File: config.mk
export PLATFORM = sky130hd
export DESIGN_NAME = mul_controller
export DESIGN_NICKNAME = d
export VERILOG_FILES = /design/src/rtl/mul_controller.sv
export SDC_FILE = /design/constraint.sdc
export NUM_CORES = 1
export LEC_CHECK = 0
export ABC_AREA = 1
export BUFFER_PORTS_ARGS = -buffer_cell sky130_fd_sc_hd__buf_2
export CORE_MARGIN = 3
export CORE_UTILIZATION = 53
export CTS_BUF_LIST = sky130_fd_sc_hd__clkbuf_8 sky130_fd_sc_hd__clkbuf_16
export CTS_CLUSTER_DIAMETER = 150
export DETAILED_ROUTE_END_ITERATION = 6
export PLACE_DENSITY = 0.78
export SLEW_MARGIN = 25
export SYNTH_ARGS = -nofsm -noshare
export SYNTH_HDL_FRONTEND = slang
export SYNTH_SLANG_ARGS = --single-unit
File: constraint.sdc
create_clock -name clk -period 1.9 [get_ports clk]
set_clock_uncertainty 0.05 [all_clocks]
set_input_delay 0.095 -clock clk [delete_from_list [all_inputs] [get_ports clk]]
set_output_delay 0.095 -clock clk [all_outputs]
set_load 0.05 [all_outputs]
File: src/rtl/mul_controller.sv
// mul_controller: sequencing FSM for a repeated-addition multiplier.
// Handshakes A then B in, then adds A into P once per count of B.
module mul_controller #(
    parameter int          CNT_W    = 16,
    parameter int unsigned MAX_ITER = 16'hFFFF
) (
    input  logic             clk,
    input  logic             rst_n,
    input  logic             start,
    input  logic             abort,
    input  logic             in_valid,
    output logic             in_ready,
    input  logic             eqz,
    output logic             ldA,
    output logic             ldB,
    output logic             clrP,
    output logic             ldP,
    output logic             decB,
    output logic             busy,
    output logic             done,
    output logic             err_timeout,
    output logic [CNT_W-1:0] iter_count
);

    localparam logic [CNT_W-1:0] MAX_CNT = CNT_W'(MAX_ITER);

    typedef enum logic [2:0] {
        S_IDLE,
        S_LOAD_A,
        S_LOAD_B,
        S_ADD,
        S_DONE
    } state_t;

    state_t state_q, state_d;
    logic   cnt_clr;
    logic   cnt_inc;
    logic   err_set;

    always_ff @(posedge clk or negedge rst_n) begin
        if (!rst_n) begin
            state_q     <= S_IDLE;
            iter_count  <= '0;
            err_timeout <= 1'b0;
        end else begin
            state_q <= state_d;
            if (cnt_clr) begin
                iter_count  <= '0;
                err_timeout <= 1'b0;
            end else begin
                if (cnt_inc) iter_count <= iter_count + 1'b1;
                if (err_set) err_timeout <= 1'b1;
            end
        end
    end

    always_comb begin
        state_d  = state_q;
        in_ready = 1'b0;
        ldA      = 1'b0;
        ldB      = 1'b0;
        clrP     = 1'b0;
        ldP      = 1'b0;
        decB     = 1'b0;
        done     = 1'b0;
        cnt_clr  = 1'b0;
        cnt_inc  = 1'b0;
        err_set  = 1'b0;

        unique case (state_q)
            S_IDLE: begin
                if (start) begin
                    state_d = S_LOAD_A;
                    cnt_clr = 1'b1;
                end
            end
            S_LOAD_A: begin
                in_ready = 1'b1;
                ldA      = in_valid;
                if (in_valid) state_d = S_LOAD_B;
            end
            S_LOAD_B: begin
                in_ready = 1'b1;
                ldB      = in_valid;
                clrP     = in_valid;
                if (in_valid) state_d = S_ADD;
            end
            S_ADD: begin
                // eqz reflects B as registered at the previous edge
                if (eqz) begin
                    state_d = S_DONE;
                end else if (iter_count < MAX_CNT) begin
                    ldP     = 1'b1;
                    decB    = 1'b1;
                    cnt_inc = 1'b1;
                end else begin
                    err_set = 1'b1;
                    state_d = S_DONE;
                end
            end
            S_DONE: begin
                done    = 1'b1;
                state_d = S_IDLE;
            end
            default: state_d = S_IDLE;
        endcase

        // abort wins over every strobe and transition outside IDLE
        if (abort && state_q != S_IDLE) begin
            state_d  = S_IDLE;
            in_ready = 1'b0;
            ldA      = 1'b0;
            ldB      = 1'b0;
            clrP     = 1'b0;
            ldP      = 1'b0;
            decB     = 1'b0;
            done     = 1'b0;
            cnt_inc  = 1'b0;
            err_set  = 1'b0;
        end
    end

    assign busy = (state_q != S_IDLE);

endmodule
==> results.cfg <==
[logic_synthesis]
yosys.area.top_type_share = 0.364
synthCells = 193
yosysWarningCount = 0
syn_area_mm2 = 0.00137
synth.area.top_cells = dfrtp_1, nand2_1, nor2_1
synth_seq_cells = 20
yosysSeqAreaShare = 0.364
postSynthAreaPerCell_um2 = 7.12
yosysTopAreaCell = dfrtp_1
synth_cell_type_count = 24
synth_nets = 200

[worst_setup_path]
cp_max_fo = 9
crit_start = iter_count[7]
r2r_start = iter_count[7]
path_class = reg -> out
end_kind = output port
reg2regPathDepth = 8
critical_path.startpoint_type = flop
cp.required_ns = 1.75
crit_arrival_ns = 1.69

[final_layout]
antenna_cells = 0
drive_gt1_frac = 0.303
mostFrequentLayoutCell = nand2_1
final_cells = 256
fin_nets = 236
finalInstanceArea_mm2 = 0.00167
final_cell_mix = nand2_1, buf_2, nor2_1, inv_1, dfrtp_1
final_util = 0.712
syn2layout_area_growth_pct = 21.3

[detailed_routing]
vias = 1452
antenna_left = 0
drtPass1Iterations = 4
drc = 0
drt_iter0_drc = 78
detail_route.wl_per_cell_um = 14.2
vias_per_cell = 5.67
drt-total-wl_mm = 3.64

[placed_design]
io_buffer_count = 30
routabilityCongestion = 0.896
place_area_mm2 = 0.00157
dpl.hpwl_mm = 2.64
place_inst = 250

[clocking]
clkLatencyLatePin_ns = 0.26
clk_pin_slew_ns = 0.07
htreeDepth = 1
numCtsBuffers = 3
cts_tree = built
ctsRootBufferMaster = clkbuf_8
clock_sinks = 20
clockBufferDepth = 2

[global_routing]
grt_pass1_wl_mm = 6.18
antenna_found_initial = 0
grt-ovfl-total = 0
grt_max_degree = 21
grt_pass1_vias = 1393
grt_util_all_layers = 0.236

[power]
vdd_ir_drop_max_v = 0.00149
intPower_w = 0.000890
switching_share = 0.508
power_w = 0.00181
power_frac_seq = 0.328
power_frac_comb = 0.491
leakage_nw = 0.854
pwr_density_cell_mw_per_mm2 = 1090
clkPwrFrac = 0.181
power.switching_w = 0.000919

[job]
cap_viol_max_count = 0

[sta]
setup_viol = 0
drv_slew = 0
slew_headroom = 0.693
max_clock_freq_ghz = 0.544
hold_violations = 0
timing.setup.tns_ns = 0
finalCritPeriodShare = 0.967
period_minus_slack_ns = 1.84
worst_pin_slew_ns = 0.461

[floorplanning]
pin_count = 31
dieArea_mm2 = 0.00324
start_util = 0.587
num_rows = 17
die_y_um = 56.9
fp.dieW_um = 56.9
core_mm2 = 0.00234

[min_path]
hold_class = in -> reg
whs_path_depth = 3
min_from = in_valid

[outcome]
outcome = complete, no violations
kinds of logic after synthesis:
logic type      synth area share
xor+xnor                  0.0446
fa+ha+maj                0.00911
buf+inv                   0.0856
compound gates            0.0556
simple gates               0.441
flops                      0.364
final cells by class:
| class | instances | area [um^2] |
|---|---|---|
| clock buffer | 4 | 55.1 |
| sequential | 20 | 508 |
| timing repair buffer | 36 | 203 |
| fill | 197 | 673 |
| multi-input combinational | 150 | 793 |
| tap | 28 | 35.0 |
| inverter | 18 | 72.6 |
through the flow:
stage                     hold WS, ns  setup WS (ns)
after floorplan                -0.251         -0.172
after global placement         0.0125          0.221
after detailed placement       0.0235          0.172
after CTS                      0.0519         0.0411
after global routing           0.0838        -0.0258
final                          0.0543         0.0625
metal layers:
| layer | part of all wire | track usage | routed length (um) |
|---|---|---|---|
| met1 | 0.40 | 0.296 | 1450 |
| met3 | 0.069 | 0.0414 | 251 |
| met4 | 0.013 | 0.0530 | 48 |
| met5 | 0 | 0 | 0 |
| met2 | 0.52 | 0.419 | 1890 |
timing repair:
| action | CTS | global route |
|---|---|---|
| pin swaps | 1 | 0 |
| buffers inserted | 1 | 0 |
| hold buffers | 1 | 0 |
| hold endpoints to repair | 20 | 0 |
| resized for setup | 4 | 5 |
| cloned | 0 | 0 |
| endpoints found under the setup margin | 2 | 2 |
synthesized netlist by cell type:
library cell / n
nand2_1: 62
nor2_1: 24
dfrtp_1: 20
inv_1: 16
nand3_1: 13
nand4_1: 13
nand2_2: 8
xor2_1: 6
o21ai_0: 5
nor2_2: 4
o21bai_1: 4
buf_2: 2
buf_4: 2
nand2_4: 2
nor2_4: 2
nor3_1: 2
a21oi_1: 1
buf_12: 1
ha_1: 1
inv_2: 1
inv_6: 1
nor4_1: 1
o21ai_4: 1
xnor2_1: 1
power by group through the flow:
stage / sequential (W) / combinational, W / clock [W]
2_1_floorplan: 0.000693 / 0.000598 / 0
3_3_place_gp: 0.000581 / 0.000863 / 0
3_5_place_dp: 0.000589 / 0.000883 / 0
4_1_cts: 0.000581 / 0.000891 / 0.000337
5_1_grt: 0.000602 / 0.000966 / 0.000353
6_report: 0.000593 / 0.000888 / 0.000328
critical path: stages, from the launching register on:
cell	delay, ns
dfrtp_1	0.45
nand2_1	0.15
nor2_4	0.18
nand2_4	0.09
nor2_2	0.15
nor2_2	0.05
buf_4	0.16
buf_4	0.19
state kept, by name, indices dropped and copies added, names as in the netlist:
signal / flops
iter_count: 16
state_q: 3
err_timeout: 1
final timing paths:
path,end,slack (ns)
setup / recovery,ldP,0.06
hold / removal,state_q[1],0.05
setup reg to reg,iter_count[5],0.30
hold reg to reg,err_timeout,0.47
max in group asynchronous,iter_count[9],1.19
min in group asynchronous,iter_count[12],0.26
No activity file was read; power rests on OpenSTA's default activity.
